<file path="config.mk">
export PLATFORM = sky130hd
export DESIGN_NAME = tinyqv_nibble_alu_flat
export DESIGN_NICKNAME = d
export VERILOG_FILES = /design/src/rtl/tinyqv_nibble_alu_if.sv /design/src/rtl/tinyqv_nibble_alu.sv /design/src/flat_wrapper.sv
export SDC_FILE = /design/constraint.sdc
export NUM_CORES = 1
export LEC_CHECK = 0
export ABC_AREA = 0
export CORE_ASPECT_RATIO = 2
export CORE_MARGIN = 3
export CORE_UTILIZATION = 30
export DETAILED_ROUTE_END_ITERATION = 10
export GPL_ROUTABILITY_DRIVEN = 1
export PLACE_DENSITY = 0.66
export SYNTH_ARGS = -nofsm -noshare
export SYNTH_HDL_FRONTEND = slang
export SYNTH_SLANG_ARGS = --single-unit
</file>
<file path="constraint.sdc">
create_clock -name clk -period 3.9 [get_ports clk]
set_input_delay 0.78 -clock clk [delete_from_list [all_inputs] [get_ports clk]]
set_output_delay 0.78 -clock clk [all_outputs]
set_load 0.02 [all_outputs]
</file>
<file path="src/rtl/tinyqv_nibble_alu_if.sv">
// Nibble-slice bus between the register file side (master) and the nibble ALU (slave).
// en qualifies the nibble on counter/op/a_in/b_in; there is no ready, and the ALU accepts every nibble with en=1.
interface tinyqv_nibble_alu_if #(
   parameter int NIBBLES = 8
);
   localparam int CW = $clog2(NIBBLES);

   logic          en;
   logic [CW-1:0] counter;
   logic [2:0]    op;
   logic [3:0]    a_in;
   logic [3:0]    b_in;
   logic [3:0]    d_out;
   logic          cmp_out;
   logic          cmp_valid;

   modport master (
      output en, counter, op, a_in, b_in,
      input  d_out, cmp_out, cmp_valid
   );

   modport slave (
      input  en, counter, op, a_in, b_in,
      output d_out, cmp_out, cmp_valid
   );
endinterface

</file>
<file path="src/rtl/tinyqv_nibble_alu.sv">
// Nibble-serial ALU: one 4-bit slice of rs1/rs2 per cycle, LSB first, with carry and
// equality held across nibbles and a registered compare result after the last nibble.
module tinyqv_nibble_alu #(
   parameter int NIBBLES = 8
) (
   input logic               clk,
   input logic               rst,
   tinyqv_nibble_alu_if.slave bus
);
   localparam int            CW     = $clog2(NIBBLES);
   localparam logic [CW-1:0] LAST   = CW'(NIBBLES - 1);

   localparam logic [2:0] OP_ADD  = 3'b000;
   localparam logic [2:0] OP_SUB  = 3'b001;
   localparam logic [2:0] OP_AND  = 3'b010;
   localparam logic [2:0] OP_OR   = 3'b011;
   localparam logic [2:0] OP_XOR  = 3'b100;
   localparam logic [2:0] OP_SLT  = 3'b101;
   localparam logic [2:0] OP_SLTU = 3'b110;
   localparam logic [2:0] OP_EQ   = 3'b111;

   logic       carry_q;
   logic       eq_q;
   logic [2:0] op_q;
   logic       cmp_q;
   logic       cmp_valid_q;

   logic       first;
   logic       last;
   logic [2:0] eff_op;
   logic       is_sub;
   logic       cin;
   logic [3:0] bx;
   logic [4:0] sum5;
   logic       nib_eq;
   logic       eq_base;
   logic [3:0] d_nib;
   logic       cmp_d;

   always_comb begin
      first   = (bus.counter == '0);
      last    = (bus.counter == LAST);
      // op is only trusted on nibble 0; later nibbles use the captured copy
      eff_op  = first ? bus.op : op_q;
      is_sub  = (eff_op == OP_SUB) || (eff_op == OP_SLT) ||
                (eff_op == OP_SLTU) || (eff_op == OP_EQ);
      bx      = is_sub ? ~bus.b_in : bus.b_in;
      cin     = first ? is_sub : carry_q;
      sum5    = {1'b0, bus.a_in} + {1'b0, bx} + {4'b0000, cin};
      nib_eq  = (bus.a_in == bus.b_in);
      eq_base = first ? 1'b1 : eq_q;

      d_nib = sum5[3:0];
      case (eff_op)
         OP_AND:  d_nib = bus.a_in & bus.b_in;
         OP_OR:   d_nib = bus.a_in | bus.b_in;
         OP_XOR:  d_nib = bus.a_in ^ bus.b_in;
         default: d_nib = sum5[3:0];
      endcase

      cmp_d = 1'b0;
      case (eff_op)
         OP_SLT:  cmp_d = (bus.a_in[3] ^ bus.b_in[3]) ? bus.a_in[3] : sum5[3];
         OP_SLTU: cmp_d = ~sum5[4];
         OP_EQ:   cmp_d = eq_base & nib_eq;
         default: cmp_d = 1'b0;
      endcase
   end

   always_ff @(posedge clk or posedge rst) begin
      if (rst) begin
         carry_q     <= 1'b0;
         eq_q        <= 1'b1;
         op_q        <= OP_ADD;
         cmp_q       <= 1'b0;
         cmp_valid_q <= 1'b0;
      end else if (bus.en) begin
         carry_q     <= sum5[4];
         eq_q        <= eq_base & nib_eq;
         cmp_valid_q <= last;
         if (first) op_q  <= bus.op;
         if (last)  cmp_q <= cmp_d;
      end else begin
         cmp_valid_q <= 1'b0;
      end
   end

   assign bus.d_out     = d_nib;
   assign bus.cmp_out   = cmp_q;
   assign bus.cmp_valid = cmp_valid_q;
endmodule

</file>
<file path="src/flat_wrapper.sv">
// flat-port wrapper written by rule: the top's interface ports become plain ports
module tinyqv_nibble_alu_flat 
#(
   parameter int NIBBLES = 8
)
  (clk, rst, bus_en, bus_counter, bus_op, bus_a_in, bus_b_in, bus_d_out, bus_cmp_out, bus_cmp_valid);
  tinyqv_nibble_alu_if #(.NIBBLES(NIBBLES)) bus_i ();
  input logic clk;
  input logic rst;
  input wire logic [$bits(bus_i.en)-1:0] bus_en;
  input wire logic [$bits(bus_i.counter)-1:0] bus_counter;
  input wire logic [$bits(bus_i.op)-1:0] bus_op;
  input wire logic [$bits(bus_i.a_in)-1:0] bus_a_in;
  input wire logic [$bits(bus_i.b_in)-1:0] bus_b_in;
  output wire logic [$bits(bus_i.d_out)-1:0] bus_d_out;
  output wire logic [$bits(bus_i.cmp_out)-1:0] bus_cmp_out;
  output wire logic [$bits(bus_i.cmp_valid)-1:0] bus_cmp_valid;
  assign bus_i.en = bus_en;
  assign bus_i.counter = bus_counter;
  assign bus_i.op = bus_op;
  assign bus_i.a_in = bus_a_in;
  assign bus_i.b_in = bus_b_in;
  assign bus_d_out = bus_i.d_out;
  assign bus_cmp_out = bus_i.cmp_out;
  assign bus_cmp_valid = bus_i.cmp_valid;
  tinyqv_nibble_alu #(.NIBBLES(NIBBLES)) u_core (.clk(clk), .rst(rst), .bus(bus_i));
endmodule
</file>
======== Yosys cells after proc, flatten, opt, wreduce, memory -nomap -nowiden ========
Index checks and enable logic that the tools add are counted.
word-level totals
  register bits ........................... 7
  bits of input ports ..................... 17
  output and inout port bits .............. 6
  logic and storage cells ................. 36
cells by class
  add/subtract/negate cells ............... 2
  equal/unequal tests ..................... 9
  mux-type cells .......................... 8
  bitwise gates (word level) .............. 7
  reduce and logical (&&, ||, !) cells .... 5
operators with widths
  operator              count
  $eq A3 B3 Y1 const B  5
  $pmux W4 S3           1
  $eq A3 B2 Y1 const B  2
  $add A4 B4 Y5         1
  $add A5 B1 Y5         1
  $and A4 B4 Y4         1
  $eq A4 B4 Y1          1
  $mux W1               4
  $mux W4               1
  $not A4 Y4            1
  $or A4 B4 Y4          1
  $xor A4 B4 Y4         1
  $eq A3 B1 Y1 const B  1
  $logic_not A3 Y1      1
  $logic_or A1 B1 Y1    3
  $mux W3               1
  $pmux W1 S3           1
  $reduce_and A2 Y1     1
  $and A1 B1 Y1         1
  $not A1 Y1            1
  $xor A1 B1 Y1         1

======== Longest topological paths before layout ========
Gate-level depths: netlist of run 1.
  depth in word-level cells ............... 11
  depth in mapped cells ................... 11
  depth with buffers taken out ............ 11

======== Worst setup path before layout of run 1 ========
OpenSTA, ideal clock, no wires.
  kind .................................... input -> output
  start point ............................. input bus_counter[2]
  end point ............................... output bus_d_out[2]
  arrival time ............................ 3428 ps
  data required time ...................... 3120 ps
  slack ................................... -308 ps
  stages .................................. 9
  path buffers ............................ 1
  cells stage by stage .................... nor3_4 > mux2_2 > buf_2 > o21ai_2 > xnor2_1 > fa_1 > fa_1 > xnor2_1 > a221oi_2
between the ends
  longest elaborated chain between the ends .. 10
  elaborated cells on any way between the ends .. 17
  those cells by class .................... 2 x add/sub; 7 x eq/ne; 4 x mux; 4 x reduce/logical
ends and longest elaborated chain
  element                                       RTL line                 text
  start: declaration                            flat_wrapper.sv:11       input wire logic [$bits(bus_i.counter)-1:0] bus_counter;
  $logic_not A3 Y1 (*)                          tinyqv_nibble_alu.sv:41  first = (bus.counter == '0);
  $mux W3                                       -
  $eq A3 B1 Y1 or $eq A3 B3 Y1 (tied branches)  tinyqv_nibble_alu.sv:45  is_sub = (eff_op == OP_SUB) || (eff_op == OP_SLT) ||
  $logic_or A1 B1 Y1 (2 in series)              tinyqv_nibble_alu.sv:45
  $logic_or A1 B1 Y1                            tinyqv_nibble_alu.sv:46  (eff_op == OP_SLTU) || (eff_op == OP_EQ);
  $mux W4                                       tinyqv_nibble_alu.sv:47  bx = is_sub ? ~bus.b_in : bus.b_in;
  $add A4 B4 Y5                                 tinyqv_nibble_alu.sv:49  sum5 = {1'b0, bus.a_in} + {1'b0, bx} + {4'b0000, cin};
  $add A5 B1 Y5                                 tinyqv_nibble_alu.sv:49
  $pmux W4 S3 (*)                               tinyqv_nibble_alu.sv:54  case (eff_op)
  end: declaration                              flat_wrapper.sv:15       output wire logic [$bits(bus_i.d_out)-1:0] bus_d_out;
Mark *: on every way between the ends. The rest lies on a longest branch, timed or not.

======== Worst setup path in the final report of run 1 ========
  start point ............................. input bus_counter[1]
  end point ............................... output bus_d_out[1]
The elaborated chain is that of the path after synthesis.

==> impl_metrics.env, run 1 <==
export IMPL_outcome="complete, but fails checks"
export IMPL_violations="setup timing"
export IMPL_critical_path_peak_fanout=4
export IMPL_grt_first_pass_wirelength_mm=3.346
export IMPL_ys_ff_latch=7
export IMPL_end_kind="primary output"
export IMPL_num_nets_final=159
export IMPL_cts_root_buf="clkbuf_8"
export IMPL_antenna_found_initial=0
export IMPL_worst_pin_slew_ns=0.3438
export IMPL_grt_use_total_pct=12.66
export IMPL_swShare_pct=40.55
export IMPL_route_detailed_vias_per_inst=4.897
export IMPL_drt_wl_total_mm=2.000
export IMPL_dieWidth_um=42.99
export IMPL_synth_area_um2=820.8
export IMPL_maxSlewViolCount=0
export IMPL_layout_drive_gt1_share_pct=36.72
export IMPL_startpoint_type="primary input"
export IMPL_grt_overflow_total=0
export IMPL_period_share_pct=102.5
export IMPL_postRouteAntennaNets=0
export IMPL_clkTransAtPathRegs_ns=0.04
export IMPL_post_drt_wl_per_cell_um=12.82
export IMPL_r2r_setup_slack_ns=1.19
export IMPL_ys_warn_count=0
export IMPL_cap_viol_max_count=0
export IMPL_relSlewSlack_pct=76.84
export IMPL_path_class="primary input to primary output"
export IMPL_cts_buffers=3
export IMPL_endpoint="bus_d_out[1]"
export IMPL_layoutNonFillerInstCount=156
export IMPL_hold_viol_final=0
export IMPL_nFillCells=247
export IMPL_synth_adder_area_share_pct=21.65
export IMPL_syn_nets=120
export IMPL_start_util_pct=31.94
export IMPL_pwr_share_seq_pct=12.6
export IMPL_hpwlAfterDp_mm=1.710
export IMPL_final_setup_tns_ns=-0.1632
export IMPL_hold_buffers=0
export IMPL_max_freq_mhz=250.3
export IMPL_place_congestion=0.7875
export IMPL_dp_cells=149
export IMPL_synth_area_mux_share_pct=9.146
export IMPL_switching_power_w=0.0003286
export IMPL_power_total_w=0.0008104
export IMPL_die_area_um2=3438
export IMPL_ir_drop_uv=414.4
export IMPL_grt_pass1_vias=840
export IMPL_port_buffers=22
export IMPL_worst_slack_ns=-0.09567
export IMPL_clock_latency_ns=0.23
export IMPL_synth_top_family_by_area="adder cells"
export IMPL_post_place_ws_ns=-1.016
export IMPL_drc=0
export IMPL_critPathLaunch="bus_counter[1]"
export IMPL_synth_xor_xnor_area_share_pct=6.402
export IMPL_arrival_ns=3.22
export IMPL_syn_avg_cell_area_um2=9.120
export IMPL_core_area_um2=2570
export IMPL_min_path_type="flop to flop"
export IMPL_clock_skew_ns=0.00007296
export IMPL_worstPathRequired_ns=3.12
export IMPL_syn_to_final_growth_pct=55.34
export IMPL_combPwrFrac_pct=75.1
export IMPL_synth_distinct_cells=28
export IMPL_vias=764
export IMPL_synth_compound_area_share_pct=20.88
export IMPL_synth_simple_area_share_pct=13.41
export IMPL_final_core_util_pct=49.61
export IMPL_drtIter0Drc=8
export IMPL_worstReg2RegEnd="u_core.bus.cmp_out"
export IMPL_setup_viol=3
export IMPL_finalCriticalPeriod_ns=3.996
export IMPL_power_leakage_nw=0.5954
export IMPL_drtPass1Iterations=4
export IMPL_cts_sinks=7
export IMPL_internal_power_w=0.0004817
export IMPL_p_per_area_nw_per_um2=635.6
export IMPL_ios=23
export IMPL_rr_worst_depth=11
export IMPL_power_frac_clock_pct=12.3
export IMPL_fp_row_count=26
export IMPL_ys_seq_area_share_pct=21.49
export IMPL_rsz0062_at_grt="yes"
export IMPL_r2r_start="u_core.op_q[1]"
export IMPL_clock_path_buffers=2
export IMPL_dieHeight_um=79.97
export IMPL_cts_max_level=1
export IMPL_netlist_instances=90
export IMPL_diodes=0
export IMPL_grt_max_degree=13
export IMPL_cts_tree="yes"
## layout make-up
class / count / area (um^2) / area share (%)
Sequential cell: 7 / 176.4 / 13.84
Inverter: 13 / 48.80 / 3.827
Tap cell: 28 / 35.03 / 2.748
Clock buffer: 4 / 45.04 / 3.533
Timing Repair Buffer: 36 / 314.1 / 24.63
Multi-Input combinational cell: 68 / 655.6 / 51.42
## timing repair
| action | CTS | global route |
|---|---|---|
| gates resized for setup | 39 | 2 |
| endpoints found under the setup margin | 4 | 4 |
| pin swaps | 7 | 6 |
| buffers inserted | 3 | 0 |
| endpoints found under the hold margin | 0 | 0 |
## layer usage
| metal | global-route usage (%) | vias to the layer above | wire, um |
|---|---|---|---|
| met1 | 10.88 | 350 | 672 |
| li1 | - | 390 | - |
| met3 | 2.257 | 3 | 103 |
| met2 | 26.20 | 21 | 1193 |
| met4 | 5.438 | 0 | 31 |
| met5 | 0 | - | 0 |
## registers in the layout, summed over array words and instances, names as in the netlist
register / count
u_core.bus.cmp_out: 1
u_core.eq_q: 1
u_core.op_q: 3
u_core.bus.cmp_valid: 1
u_core.carry_q: 1
## how the worst min path moves through the flow
stage | startpoint | endpoint | cells past startpoint
6_report | u_core.bus.cmp_out | u_core.bus.cmp_out | 2
5_1_grt | u_core.bus.cmp_out | u_core.bus.cmp_out | 2
4_1_cts | u_core.bus.cmp_out | u_core.bus.cmp_out | 2
3_5_place_dp | u_core.bus.cmp_out | u_core.bus.cmp_out | 2
3_3_place_gp | u_core.bus.cmp_out | u_core.bus.cmp_out | 2
2_1_floorplan | u_core.op_q[1] | u_core.op_q[1] | 1
## kinds of logic (layout without fill, tap and decap cells)
| family | after synthesis | count (layout) |
|---|---|---|
| compound gates | 22 | 22 |
| simple gates | 20 | 20 |
| buf+inv | 15 | 53 |
| fa+ha+maj | 13 | 13 |
| mux | 7 | 7 |
| flops | 7 | 7 |
| xor+xnor | 6 | 6 |
## layout by cell type, fill, tap and decap left out, types with 3 or more instances in the layout
master	count
buf_4	16
clkdlybuf4s50_1	15
inv_1	12
ha_1	11
nor2_1	7
nand2_1	6
dfrtp_1	6
a21oi_1	5
o21ai_0	4
xnor2_1	3
a221oi_2	3
clkbuf_8	3
buf_6	3
## per-stage QoR
step                      hold WS, ns  instance area, um^2
final                          0.4799                 1275
after global routing           0.5236                 1275
after floorplan                0.4767                862.1
after CTS                      0.4867                 1279
after global placement         0.4758                 1185
after detailed placement       0.4829                 1185
## power by group through the flow
| stage | clock [W] | sequential, W | combinational, W |
|---|---|---|---|
| 3_3_place_gp | 0 | 0.000102 | 0.000576 |
| 4_1_cts | 0.000103 | 0.000102 | 0.000621 |
| 5_1_grt | 0.000107 | 0.000105 | 0.000664 |
| 6_report | 0.0000995 | 0.000102 | 0.000609 |
| 3_5_place_dp | 0 | 0.000102 | 0.000587 |
| 2_1_floorplan | 0 | 0.000104 | 0.000367 |
## cells in the mapped netlist
cell / count / area (um^2)
ha_1: 11 / 137.6
dfstp_2: 1 / 26.28
a21oi_1: 6 / 30.03
fa_1: 2 / 40.04
or4_1: 1 / 7.510
buf_2: 1 / 5.000
xnor2_1: 5 / 43.79
nand4_1: 1 / 6.260
a21o_1: 2 / 15.01
nand2_1: 7 / 26.28
nor3_4: 1 / 16.27
nor2_1: 7 / 26.28
a31oi_1: 1 / 6.260
or3_4: 1 / 11.26
dfrtp_1: 6 / 150.1
o211ai_1: 2 / 15.01
o31ai_1: 1 / 7.510
mux2_2: 4 / 45.04
clkbuf_1: 1 / 3.750
o21ai_2: 1 / 8.760
and2_4: 1 / 8.760
mux2i_1: 3 / 30.03
xor2_1: 1 / 8.760
inv_1: 13 / 48.80
o31a_1: 1 / 8.760
o21ai_0: 4 / 20.02
a221oi_2: 4 / 60.06
and2_2: 1 / 7.510
## worst max-delay path, stage by stage
cell and delay (ns):
buf_6 0.10, nor3_4 0.23, buf_4 0.15, mux2_4 0.31, o21ai_4 0.21, xnor2_2 0.11
fa_2 0.38, fa_2 0.54, inv_2 0.04, a221oi_4 0.22, buf_6 0.15
Note: power is estimated with default switching activity, not from simulation.
==> run 2, diff against run 1 <==
- CORE_ASPECT_RATIO: 2 -> unset
- CORE_UTILIZATION: 30 -> 42
- PLACE_DENSITY: 0.66 -> 0.84
- SKIP_CTS_REPAIR_TIMING: unset -> 1
- SLEW_MARGIN: unset -> 40
==> run 2 against run 1 <==
  * The flow still finishes with violations (setup timing)
  * Clock-buffer cell count is the same
  * Register-to-register slack lost 0.12 ns
  * Global-route usage grew 3.9 points
  * Critical path type unchanged
  * Highest routed layer unchanged
==> impl_metrics.env, run 2 (synthesis results as in run 1) <==
export IMPL_violations="setup timing"
export IMPL_cts_buffers=3
export IMPL_dp_cells=147
export IMPL_clkTransAtPathRegs_ns=0.05
export IMPL_cap_viol_max_count=0
export IMPL_grt_use_total_pct=16.60
export IMPL_setup_viol=3
export IMPL_hpwlAfterDp_mm=1.567
export IMPL_post_drt_wl_per_cell_um=13.47
export IMPL_syn_to_final_growth_pct=55.34
export IMPL_die_area_um2=2521
export IMPL_hold_end="u_core.bus.cmp_out"
export IMPL_num_nets_final=161
export IMPL_grt_max_degree=13
export IMPL_startpoint_type="primary input"
export IMPL_combPwrFrac_pct=79.3
export IMPL_drt_wl_total_mm=2.088
export IMPL_final_core_util_pct=71.51
export IMPL_dieWidth_um=50.21
export IMPL_power_leakage_nw=0.6054
export IMPL_switching_power_w=0.0003348
export IMPL_worstReg2RegEnd="u_core.bus.cmp_out"
export IMPL_drtPass1Iterations=3
export IMPL_worstPathRequired_ns=3.12
export IMPL_layout_drive_gt1_share_pct=36.92
export IMPL_cts_tree="yes"
export IMPL_maxSlewViolCount=0
export IMPL_cts_root_buf="clkbuf_4"
export IMPL_layoutNonFillerInstCount=155
export IMPL_antenna_found_initial=0
export IMPL_vias=807
export IMPL_pwr_share_seq_pct=12.8
export IMPL_dieHeight_um=50.21
export IMPL_r2r_setup_slack_ns=1.07
export IMPL_finalCriticalPeriod_ns=4.043
export IMPL_end_kind="primary output"
export IMPL_worst_slack_ns=-0.1434
export IMPL_period_share_pct=103.7
export IMPL_critPathLaunch="bus_counter[2]"
export IMPL_rr_worst_depth=10
export IMPL_largest_register_ffs=3
export IMPL_ios=23
export IMPL_diodes=0
export IMPL_clock_skew_ns=0.003211
export IMPL_cts_sinks=7
export IMPL_grt_pass1_vias=778
export IMPL_arrival_ns=3.26
export IMPL_rsz0062_at_grt="yes"
export IMPL_start_util_pct=46.04
export IMPL_ir_drop_uv=377.4
export IMPL_path_class="primary input to primary output"
export IMPL_final_common_cell="buf_4"
export IMPL_clock_latency_ns=0.24
export IMPL_min_from="u_core.bus.cmp_out"
export IMPL_relSlewSlack_pct=76.09
export IMPL_max_freq_mhz=247.3
export IMPL_min_path_type="flop to flop"
export IMPL_fp_row_count=15
export IMPL_place_congestion=0.8028
export IMPL_power_frac_clock_pct=7.9
export IMPL_final_cell_mix="buf_4 (18), clkdlybuf4s50_1 (15), inv_1 (12), ha_1 (11), nor2_1 (7)"
export IMPL_final_setup_tns_ns=-0.3507
export IMPL_internal_power_w=0.0004727
export IMPL_r2r_start="u_core.op_q[1]"
export IMPL_hold_viol_final=0
export IMPL_grt_overflow_total=0
export IMPL_worst_pin_slew_ns=0.3576
export IMPL_top_register="u_core.op_q"
export IMPL_drc=0
export IMPL_critical_path_peak_fanout=4
export IMPL_core_area_um2=1783
export IMPL_p_per_area_nw_per_um2=633.3
export IMPL_grt_first_pass_wirelength_mm=3.270
export IMPL_swShare_pct=41.47
export IMPL_postRouteAntennaNets=0
export IMPL_drtIter0Drc=3
export IMPL_clock_path_buffers=2
export IMPL_min_path_cells=2
export IMPL_port_buffers=22
export IMPL_route_detailed_vias_per_inst=5.206
export IMPL_cts_max_level=1
export IMPL_outcome="complete, but fails checks"
-- run 2: changes by cell type in the layout (fill, tap and decap cells not counted) --
| cell | change |
|---|---|
| buf_4 | +2 |
| clkbuf_8 | -3 |
| buf_2 | -1 |
| clkbuf_4 | +3 |
| dlymetal6s2s_1 | +1 |
-- run 2: metrics by stage --
step,area [um^2],hold WS [ns],worst slack (ns),power (W)
after global routing,1275,0.5305,-0.2680,0.0008698
after detailed placement,1189,0.4875,-1.006,0.0006851
after floorplan,862.1,0.4767,-0.1100,0.0004709
final,1275,0.5170,-0.1434,0.0008075
after CTS,1215,0.5076,-0.9986,0.0007515
after global placement,1189,0.4770,-0.9303,0.0006716
-- run 2: cell type report --
| cell class | instances | area [um^2] |
|---|---|---|
| fill | 133 | 508.0 |
| sequential | 7 | 176.4 |
| clock buffer | 4 | 26.28 |
| inverter | 13 | 48.80 |
| tap | 25 | 31.28 |
| timing repair buffer | 38 | 336.6 |
| multi-input combinational | 68 | 655.6 |
-- run 2: how the worst max path moves through the flow --
stage	to	slack, ns	depth (start not counted)
floorplan	bus_d_out[2]	-0.11	9
global placement	bus_d_out[1]	-0.93	11
detailed placement	bus_d_out[1]	-1.01	11
CTS	bus_d_out[1]	-1.0	11
global route	bus_d_out[2]	-0.27	11
finish	bus_d_out[1]	-0.14	11
-- run 2: critical path: stages --
cell      delay (ns)
buf_6           0.10
nor3_4          0.25
buf_4           0.16
mux2_4          0.31
o21ai_4         0.20
mux2i_2         0.11
fa_2            0.40
fa_2            0.55
inv_2           0.04
a221oi_4        0.22
buf_6           0.15
-- run 2: layer usage --
metal / vias up / GRT usage [%] / wire length (um)
met4: 0 / 4.147 / 24
met3: 4 / 4.154 / 109
li1: 395 / - / -
met5: - / 0 / 0
met1: 389 / 17.96 / 826
met2: 19 / 31.52 / 1128
-- run 2: power groups by stage --
stage                     logic, W  registers (W)  clock network (W)
after global placement    0.000570       0.000102                  0
after detailed placement  0.000583       0.000102                  0
after CTS                 0.000585       0.000101          0.0000654
after global routing      0.000693       0.000105          0.0000719
after floorplan           0.000367       0.000104                  0
final                     0.000640       0.000104          0.0000637
